==> src/rtl/sub_pipe_param.sv <==
// sub_pipe_param -- pipelined subtractor / decrementer with valid/ready handshake.
//
// Computes a - b - bin (mode=0) or a - 1 (mode=1) modulo 2^WIDTH. The borrow
// chain is resolved CHUNK bits per stage, S = ceil(WIDTH/CHUNK) stages.
// An accepted beat is registered into stage 0 and the result is presented S
// cycles later on the output registers.
//
// Optional build macro: SUB_PIPE_SAT_EN -- when defined, diff is clamped to 0
// whenever bout=1 (unsigned saturation). bout/ovf, latency and handshake are
// unaffected.
//
// Ports:
//   clk        rising-edge clock
//   rst        synchronous active-high reset
//   in_valid   operand beat valid
//   in_ready   beat can be accepted this cycle
//   a, b       minuend / subtrahend (b ignored when mode=1)
//   bin        borrow-in (ignored when mode=1)
//   mode       0: a-b-bin, 1: a-1
//   out_valid  result beat valid
//   out_ready  downstream accepts the result
//   diff       difference mod 2^WIDTH
//   bout       unsigned borrow-out
//   ovf        two's-complement overflow
module sub_pipe_param #(
  parameter int unsigned WIDTH = 8,
  parameter int unsigned CHUNK = 4
) (
  input  logic             clk,
  input  logic             rst,
  input  logic             in_valid,
  output logic             in_ready,
  input  logic [WIDTH-1:0] a,
  input  logic [WIDTH-1:0] b,
  input  logic             bin,
  input  logic             mode,
  output logic             out_valid,
  input  logic             out_ready,
  output logic [WIDTH-1:0] diff,
  output logic             bout,
  output logic             ovf
);

  localparam int unsigned S = (WIDTH + CHUNK - 1) / CHUNK;

  // Stage k holds: operands (full width; only slice k and the MSBs are still
  // consumed downstream), the diff bits already resolved below slice k, and
  // the borrow into slice k.
  logic [WIDTH-1:0] a_q [S];
  logic [WIDTH-1:0] b_q [S];
  logic [WIDTH-1:0] d_q [S];
  logic [S-1:0]     br_q;
  logic [S-1:0]     vld_q;

  // Per-stage combinational result: diff with slice k filled in, borrow out.
  logic [WIDTH-1:0] nd [S];
  logic [S-1:0]     nb;

  logic             out_valid_q;
  logic [WIDTH-1:0] diff_q;
  logic             bout_q;
  logic             ovf_q;

  logic             adv;
  logic [WIDTH-1:0] diff_d;
  logic             bout_d;
  logic             ovf_d;

  assign adv      = ~out_valid_q | out_ready;
  assign in_ready = adv;

  for (genvar k = 0; k < S; k++) begin : g_slice
    localparam int unsigned LO = k * CHUNK;
    // Last slice is narrower when WIDTH is not a multiple of CHUNK.
    localparam int unsigned W  = ((WIDTH - LO) < CHUNK) ? (WIDTH - LO) : CHUNK;
    localparam logic [WIDTH-1:0] MASK = ({WIDTH{1'b1}} >> (WIDTH - W)) << LO;

    // One extra bit on the left: it ends up set exactly when the slice borrows.
    logic [W:0] t;
    assign t     = {1'b0, a_q[k][LO +: W]} - {1'b0, b_q[k][LO +: W]} - (W+1)'(br_q[k]);
    assign nd[k] = (d_q[k] & ~MASK) | (WIDTH'(t[W-1:0]) << LO);
    assign nb[k] = t[W];
  end

  assign bout_d = nb[S-1];
  assign ovf_d  = (a_q[S-1][WIDTH-1] ^ b_q[S-1][WIDTH-1]) &
                  (nd[S-1][WIDTH-1] ^ a_q[S-1][WIDTH-1]);

`ifdef SUB_PIPE_SAT_EN
  assign diff_d = bout_d ? '0 : nd[S-1];
`else
  assign diff_d = nd[S-1];
`endif

  always_ff @(posedge clk) begin
    if (rst) begin
      vld_q       <= '0;
      br_q        <= '0;
      for (int unsigned k = 0; k < S; k++) begin
        a_q[k] <= '0;
        b_q[k] <= '0;
        d_q[k] <= '0;
      end
      out_valid_q <= 1'b0;
      diff_q      <= '0;
      bout_q      <= 1'b0;
      ovf_q       <= 1'b0;
    end else if (adv) begin
      // Effective operands fixed here; decrement is a - 1 with no borrow-in.
      vld_q[0] <= in_valid;
      a_q[0]   <= a;
      b_q[0]   <= mode ? WIDTH'(1) : b;
      br_q[0]  <= ~mode & bin;
      d_q[0]   <= '0;
      for (int unsigned k = 1; k < S; k++) begin
        vld_q[k] <= vld_q[k-1];
        a_q[k]   <= a_q[k-1];
        b_q[k]   <= b_q[k-1];
        d_q[k]   <= nd[k-1];
        br_q[k]  <= nb[k-1];
      end
      out_valid_q <= vld_q[S-1];
      // Data outputs only change on a real result so they hold across bubbles.
      if (vld_q[S-1]) begin
        diff_q <= diff_d;
        bout_q <= bout_d;
        ovf_q  <= ovf_d;
      end
    end
  end

  assign out_valid = out_valid_q;
  assign diff      = diff_q;
  assign bout      = bout_q;
  assign ovf       = ovf_q;

endmodule

==> config.mk <==
export PLATFORM = sky130hd
export DESIGN_NAME = sub_pipe_param
export DESIGN_NICKNAME = d
export VERILOG_FILES = /design/src/rtl/sub_pipe_param.sv
export SDC_FILE = /design/constraint.sdc
export NUM_CORES = 1
export LEC_CHECK = 0
export BUFFER_PORTS_ARGS = -buffer_cell sky130_fd_sc_hd__buf_2
export CORE_ASPECT_RATIO = 0.75
export CORE_MARGIN = 1
export CORE_UTILIZATION = 38
export DETAILED_ROUTE_END_ITERATION = 8
export PLACE_DENSITY = 0.66
export SKIP_CTS_REPAIR_TIMING = 1
export SKIP_LAST_GASP = 1
export SLEW_MARGIN = 10
export SYNTH_ARGS = -nofsm -noshare
export SYNTH_HDL_FRONTEND = slang
export SYNTH_SLANG_ARGS = --single-unit
==> constraint.sdc <==
create_clock -name clk -period 6.1 [get_ports clk]
set_input_delay 0.61 -clock clk [delete_from_list [all_inputs] [get_ports clk]]
set_output_delay 0.61 -clock clk [all_outputs]
set_load 0.01 [all_outputs]
==> results of run 1 <==
## area by class of cell
type / count / area [um2]
multi-input cells: 112 / 784.5
fillers: 488 / 2671
well taps: 72 / 90.09
repair buffers: 34 / 172.7
flip-flops and latches: 43 / 1141
clock buffers: 5 / 68.82
clock inverters: 3 / 15.01
inverters: 17 / 66.31
## critical path, cell delays in order, from the launching register on
cell and delay [ns]:
sky130_fd_sc_hd__dfxtp_1 0.33, sky130_fd_sc_hd__inv_1 0.06, sky130_fd_sc_hd__fa_1 0.46, sky130_fd_sc_hd__fa_1 0.43, sky130_fd_sc_hd__nand2b_1 0.19, sky130_fd_sc_hd__a21oi_1 0.21
sky130_fd_sc_hd__xnor2_1 0.10, sky130_fd_sc_hd__a211oi_2 0.20
## registers in the layout (all words and copies together) (netlist names)
name       cells
a_q           12
b_q           12
bout           1
out_valid      1
diff           8
br_q           2
vld_q          2
ovf            1
d_q            4
## logic make-up (layout without fill, tap and decap cells)
group,Yosys count,count (layout),share of synthesized area (%)
and+or+nand+nor,67,67,17.69
DFF,43,43,56.61
AOI/OAI and AO/OA,23,23,7.200
buffers and inverters,21,59,4.469
adders and majority gates,16,16,11.42
xor gates and xnor gates,6,6,2.607
## cells in the final DEF (no fill, tap or decap), drive strengths merged, types with 4 or more instances in the layout
cell type,instances
fa,4
xnor2,5
nor2,12
and2,25
clkbuf,5
ha,12
edfxtp,28
buf,34
nand2,18
inv,17
dfxtp,15
a21oi,15
nand2b,6
## through the flow
step / worst slack, ns / area [um2] / instances
detailed placement: 4.076 / 2255 / 278
floorplan: 4.174 / 2016 / 176
global placement: 4.073 / 2255 / 278
CTS: 4.016 / 2338 / 286
finish: 4.047 / 2338 / 286
global route: 3.822 / 2338 / 286
## worst paths after layout
check / from / end / slack (ns) / depth (start not counted)
hold reg to reg: diff[7] / diff[7] / 0.45 / 2
setup reg to reg: br_q[1] / bout / 4.05 / 7
setup / recovery: br_q[1] / bout / 4.05 / 7
hold / removal: diff[7] / diff[7] / 0.45 / 2
## power by group
part | internal [mW] | switching [mW] | leakage [nW]
clock | 0.0784 | 0.0965 | 0.0477
sequential | 0.329 | 0.00749 | 0.452
combinational | 0.0402 | 0.0446 | 0.497
## per-layer routing
layer / track usage (%) / wire length [um] / part of all wire, %
met1: 17.89 / 1597 / 52
met2: 17.16 / 1134 / 37
met3: 4.841 / 238 / 7.8
met4: 6.875 / 74 / 2.4
met5: 0 / 0 / 0
==> flow_summary.toml, run 1 <==
[clock_tree]
tritoncts = "yes"
cts_max_path_buffers = 2
cts_sinks = 43
cts_root_buf = "sky130_fd_sc_hd__clkbuf_8"
cts_inserted_buffers = 5
clkTransAtPathRegs_ns = 0.08
clock_insertion_delay_worst_skew_ns = 0.29
htree_num_levels = 2

[die]
fp.dieW_um = 86.10
die_area_um2 = 5603
boundaryPins = 34
core_area_um2 = 5010
starting_density_of_the_core_pct = 40.23
dieHeight_um = 65.08
floorplan.rows = 22

[timing]
fmax_mhz = 487.0
finalCriticalPeriod_ns = 2.053
finClkSkew_ns = 0.002014
tightest_slew_ns = 0.9086
timing.hold.ws_ns = 0.4521
maxSlewViolCount = 0
timing.final.setup_violations = 0
hold_violations = 0
rsz0062_at_grt = "false"
timing.final.crit_share_pct = 33.66
fin_tns_setup_ns = 0
slew_headroom_pct = 39.20

[final_layout]
layout-drive-gt1-share_pct = 22.43
antenna_cells_inserted = 0
final_design_utilization_pct = 46.68
areaGrowthSynthToFinish_pct = 16.01
nNetsFinal = 251

[yosys]
ys_seq_elements = 43
synth_area_leaders = "sky130_fd_sc_hd__edfxtp_1 (42%), sky130_fd_sc_hd__dfxtp_1 (15%), sky130_fd_sc_hd__and2_1 (7.4%)"
post-synth-top-count-cell = "sky130_fd_sc_hd__edfxtp_1"
net_count_of_the_mapped_netlist = 214
synth_largest_area_cell = "sky130_fd_sc_hd__edfxtp_1"
synth_enable_flop_cells = 28
postSynthAreaPerCell_um2 = 11.45
async_flop_share_pct = 0
yosys-top-cells-count = "sky130_fd_sc_hd__edfxtp_1 (28), sky130_fd_sc_hd__and2_1 (24), sky130_fd_sc_hd__nand2_1 (18), sky130_fd_sc_hd__inv_1 (16)"
ys.warnings.count = 0
synthFlopType = "sky130_fd_sc_hd__edfxtp_1"
synth_largest_type_area_fraction_pct = 41.71
post_synth_num_cell_types = 27
syn_inst = 176
synth.cell_area_um2 = 2016
seq_area_frac_synth_pct = 56.61

[drt]
final_antenna_net_count = 0
dr.pass1.iters = 4
wl_cell_um = 10.64
detailroute.via_count = 1208
route.detailed.vias_per_inst = 4.224
detail_route.iter0.violations = 37
drc = 0
wl_mm = 3.044

[global_route]
grt_first_pass_wirelength_mm = 5.285
globalRouteTotalUtil_pct = 12.88
number_of_antenna_violations_at_the_first_check_in_global_routing = 0
final_global_route_overflow_total = 0
number_of_global_route_vias_before_repair = 1133
grt_start_max_net_pins = 29

[critical_path]
cp-end-kind = "register"
critPathKind = "reg -> reg"
crit_path_start_kind = "register"
worst-endpoint-required_ns = 6.32
arrival_ns = 2.28
crit_fanout = 2

[power_and_ir_drop]
p_total_mw = 0.5957
power_per_cell_area_nw_per_um2 = 254.8
vdd.ir_drop.worst_mv = 0.09536
p_leak_nw = 0.9968

[hold_path]
hold_class = "reg -> reg"

[run_status]
run_status = "finished, final reports clean"

[placed_design]
gp_congestion = 0.7827
dp_hpwl_mm = 2.118
io_buffer_count = 33

[run]
cap_viol_max_count = 0
Power figures use the tool's default switching activity.
==> run 2: changes to the inputs <==
Settings changed: PLACE_DENSITY 0.66 to 0.68.
Clock period 6.1 ns to 1.78 ns, I/O delays scaled along.
==> run 2 against run 1 <==
  * Clock skew grew 0.0016 ns
  * Die area unchanged
  * The run now ends with setup timing left
  * Cell area increased by 5.4%
  * Non-clock buffer count grew 4
  * Sequential power rose to 3.4 times the previous value
  * Global-route usage rose by 0.26 points
  * Worst hold slack lost 0.35 ns
  * Sequential share of layout area is 2.4 points lower
  * Worst setup slack worse by 4.1 ns
  * Critical path depth did not move
  * Core utilization up 2.5 points
  * Critical endpoint unchanged
==> flow_summary.toml, run 2 (synthesized netlist as in run 1, its figures left out) <==
[run_status]
run_status = "finished, violations left"
violations = "setup timing"

[hold_path]
hold_end = "br_q[1]"
timing.hold.worst.start = "rst"
hold_class = "in -> reg"
holdPathStages = 2

[drt]
drc = 0
detailroute.via_count = 1264
dr.pass1.iters = 4
route.detailed.vias_per_inst = 4.359
final_antenna_net_count = 0
wl_mm = 3.378
wl_cell_um = 11.65
detail_route.iter0.violations = 53

[global_route]
grt_first_pass_wirelength_mm = 5.478
number_of_global_route_vias_before_repair = 1140
globalRouteTotalUtil_pct = 13.14
final_global_route_overflow_total = 0
grt_start_max_net_pins = 25
number_of_antenna_violations_at_the_first_check_in_global_routing = 0

[die]
core_area_um2 = 5010
dieHeight_um = 65.08
boundaryPins = 34
die_area_um2 = 5603
starting_density_of_the_core_pct = 40.23
fp.dieW_um = 86.10
floorplan.rows = 22

[final_layout]
antenna_cells_inserted = 0
final_design_utilization_pct = 49.18
fin_area_um2 = 2464
multiInputGateArea_um2 = 867.1
commonest_cells_after_routing_fill_and_taps_aside = "sky130_fd_sc_hd__buf_2 (33), sky130_fd_sc_hd__edfxtp_1 (28), sky130_fd_sc_hd__and2_1 (24), sky130_fd_sc_hd__nand2_1 (18)"
nNetsFinal = 255
mostFrequentLayoutCell = "sky130_fd_sc_hd__buf_2"
areaGrowthSynthToFinish_pct = 22.22
sequential_cell_area_um2 = 1144
fillCellCount = 471
layout-drive-gt1-share_pct = 31.65

[critical_path]
cp-end-kind = "register"
r2r_start = "b_q[0][12]"
arrival_ns = 2.03
worst-endpoint-required_ns = 1.96
critical_path.reg2reg.endpoint = "bout"
crit_path_start_kind = "register"
startpoint = "b_q[0][12]"
worst-r2r-cell-count = 7
critPathKind = "reg -> reg"
reg2reg_slack_ns = -0.07
crit_fanout = 2

[clock_tree]
htree_num_levels = 2
cts_inserted_buffers = 5
tritoncts = "yes"
cts_max_path_buffers = 2
cts_sinks = 43
clock_insertion_delay_worst_skew_ns = 0.29
clkTransAtPathRegs_ns = 0.08
cts_root_buf = "sky130_fd_sc_hd__clkbuf_8"

[run]
cap_viol_max_count = 0

[timing]
timing.final.crit_share_pct = 103.8
tightest_slew_ns = 0.9882
setup_ws_ns = -0.06785
rsz0062_at_grt = "true"
maxSlewViolCount = 0
hold_violations = 0
fmax_mhz = 541.2
slew_headroom_pct = 33.87
timing.hold.ws_ns = 0.1063
timing.final.setup_violations = 3
finClkSkew_ns = 0.003570
finalCriticalPeriod_ns = 1.848

[placed_design]
gp_congestion = 0.7848
place_ws_ns = -0.1419
dpl_cell_area_um2 = 2313
io_buffer_count = 33
dp_hpwl_mm = 2.343

[power_and_ir_drop]
p_total_mw = 2.108
p_leak_nw = 1.031
vdd.ir_drop.worst_mv = 0.4798
power_per_cell_area_nw_per_um2 = 855.7
-- run 2: how the worst max path moves through the flow --
stage	end	slack, ns
after floorplan	bout	-0.07
after global placement	bout	-0.1
after detailed placement	bout	-0.14
after CTS	bout	-0.18
after global routing	bout	-0.16
final	bout	-0.07
-- run 2: power breakdown --
part / internal (mW) / total (mW) / switching [mW]
logic: 0.179 / 0.361 / 0.182
registers: 1.13 / 1.15 / 0.0256
clock network: 0.276 / 0.595 / 0.319
total: 1.58 / 2.11 / 0.527
-- run 2: metal layers --
layer | track usage [%] | vias to the layer above | wire length (um)
met5 | 0 | - | 0
met4 | 4.167 | 0 | 29
met3 | 4.331 | 5 | 153
met2 | 18.95 | 31 | 1488
met1 | 18.57 | 567 | 1706
li1 | - | 661 | -
-- run 2: critical path, stage by stage (launching register included) --
cell and delay, ns:
sky130_fd_sc_hd__edfxtp_1 0.36, sky130_fd_sc_hd__inv_2 0.05, sky130_fd_sc_hd__fa_2 0.41, sky130_fd_sc_hd__fa_2 0.37
sky130_fd_sc_hd__nand2b_4 0.16, sky130_fd_sc_hd__a21oi_2 0.15, sky130_fd_sc_hd__xnor2_1 0.15, sky130_fd_sc_hd__a211oi_2 0.09
-- run 2: metrics by stage --
| stage | setup TNS, ns | instances |
|---|---|---|
| 2_1_floorplan | -0.07271 | 176 |
| 3_3_place_gp | -0.3126 | 282 |
| 3_5_place_dp | -0.5925 | 282 |
| 4_1_cts | -0.7098 | 290 |
| 5_1_grt | -0.6352 | 290 |
| 6_report | -0.1349 | 290 |
-- run 2: final cells by class --
cell class,instances,area share (%)
multi-input combinational,112,35.20
timing repair buffer,38,8.735
inverter,17,2.692
clock buffer,7,3.098
tap,72,3.657
sequential,43,46.42
clock inverter,1,0.2031
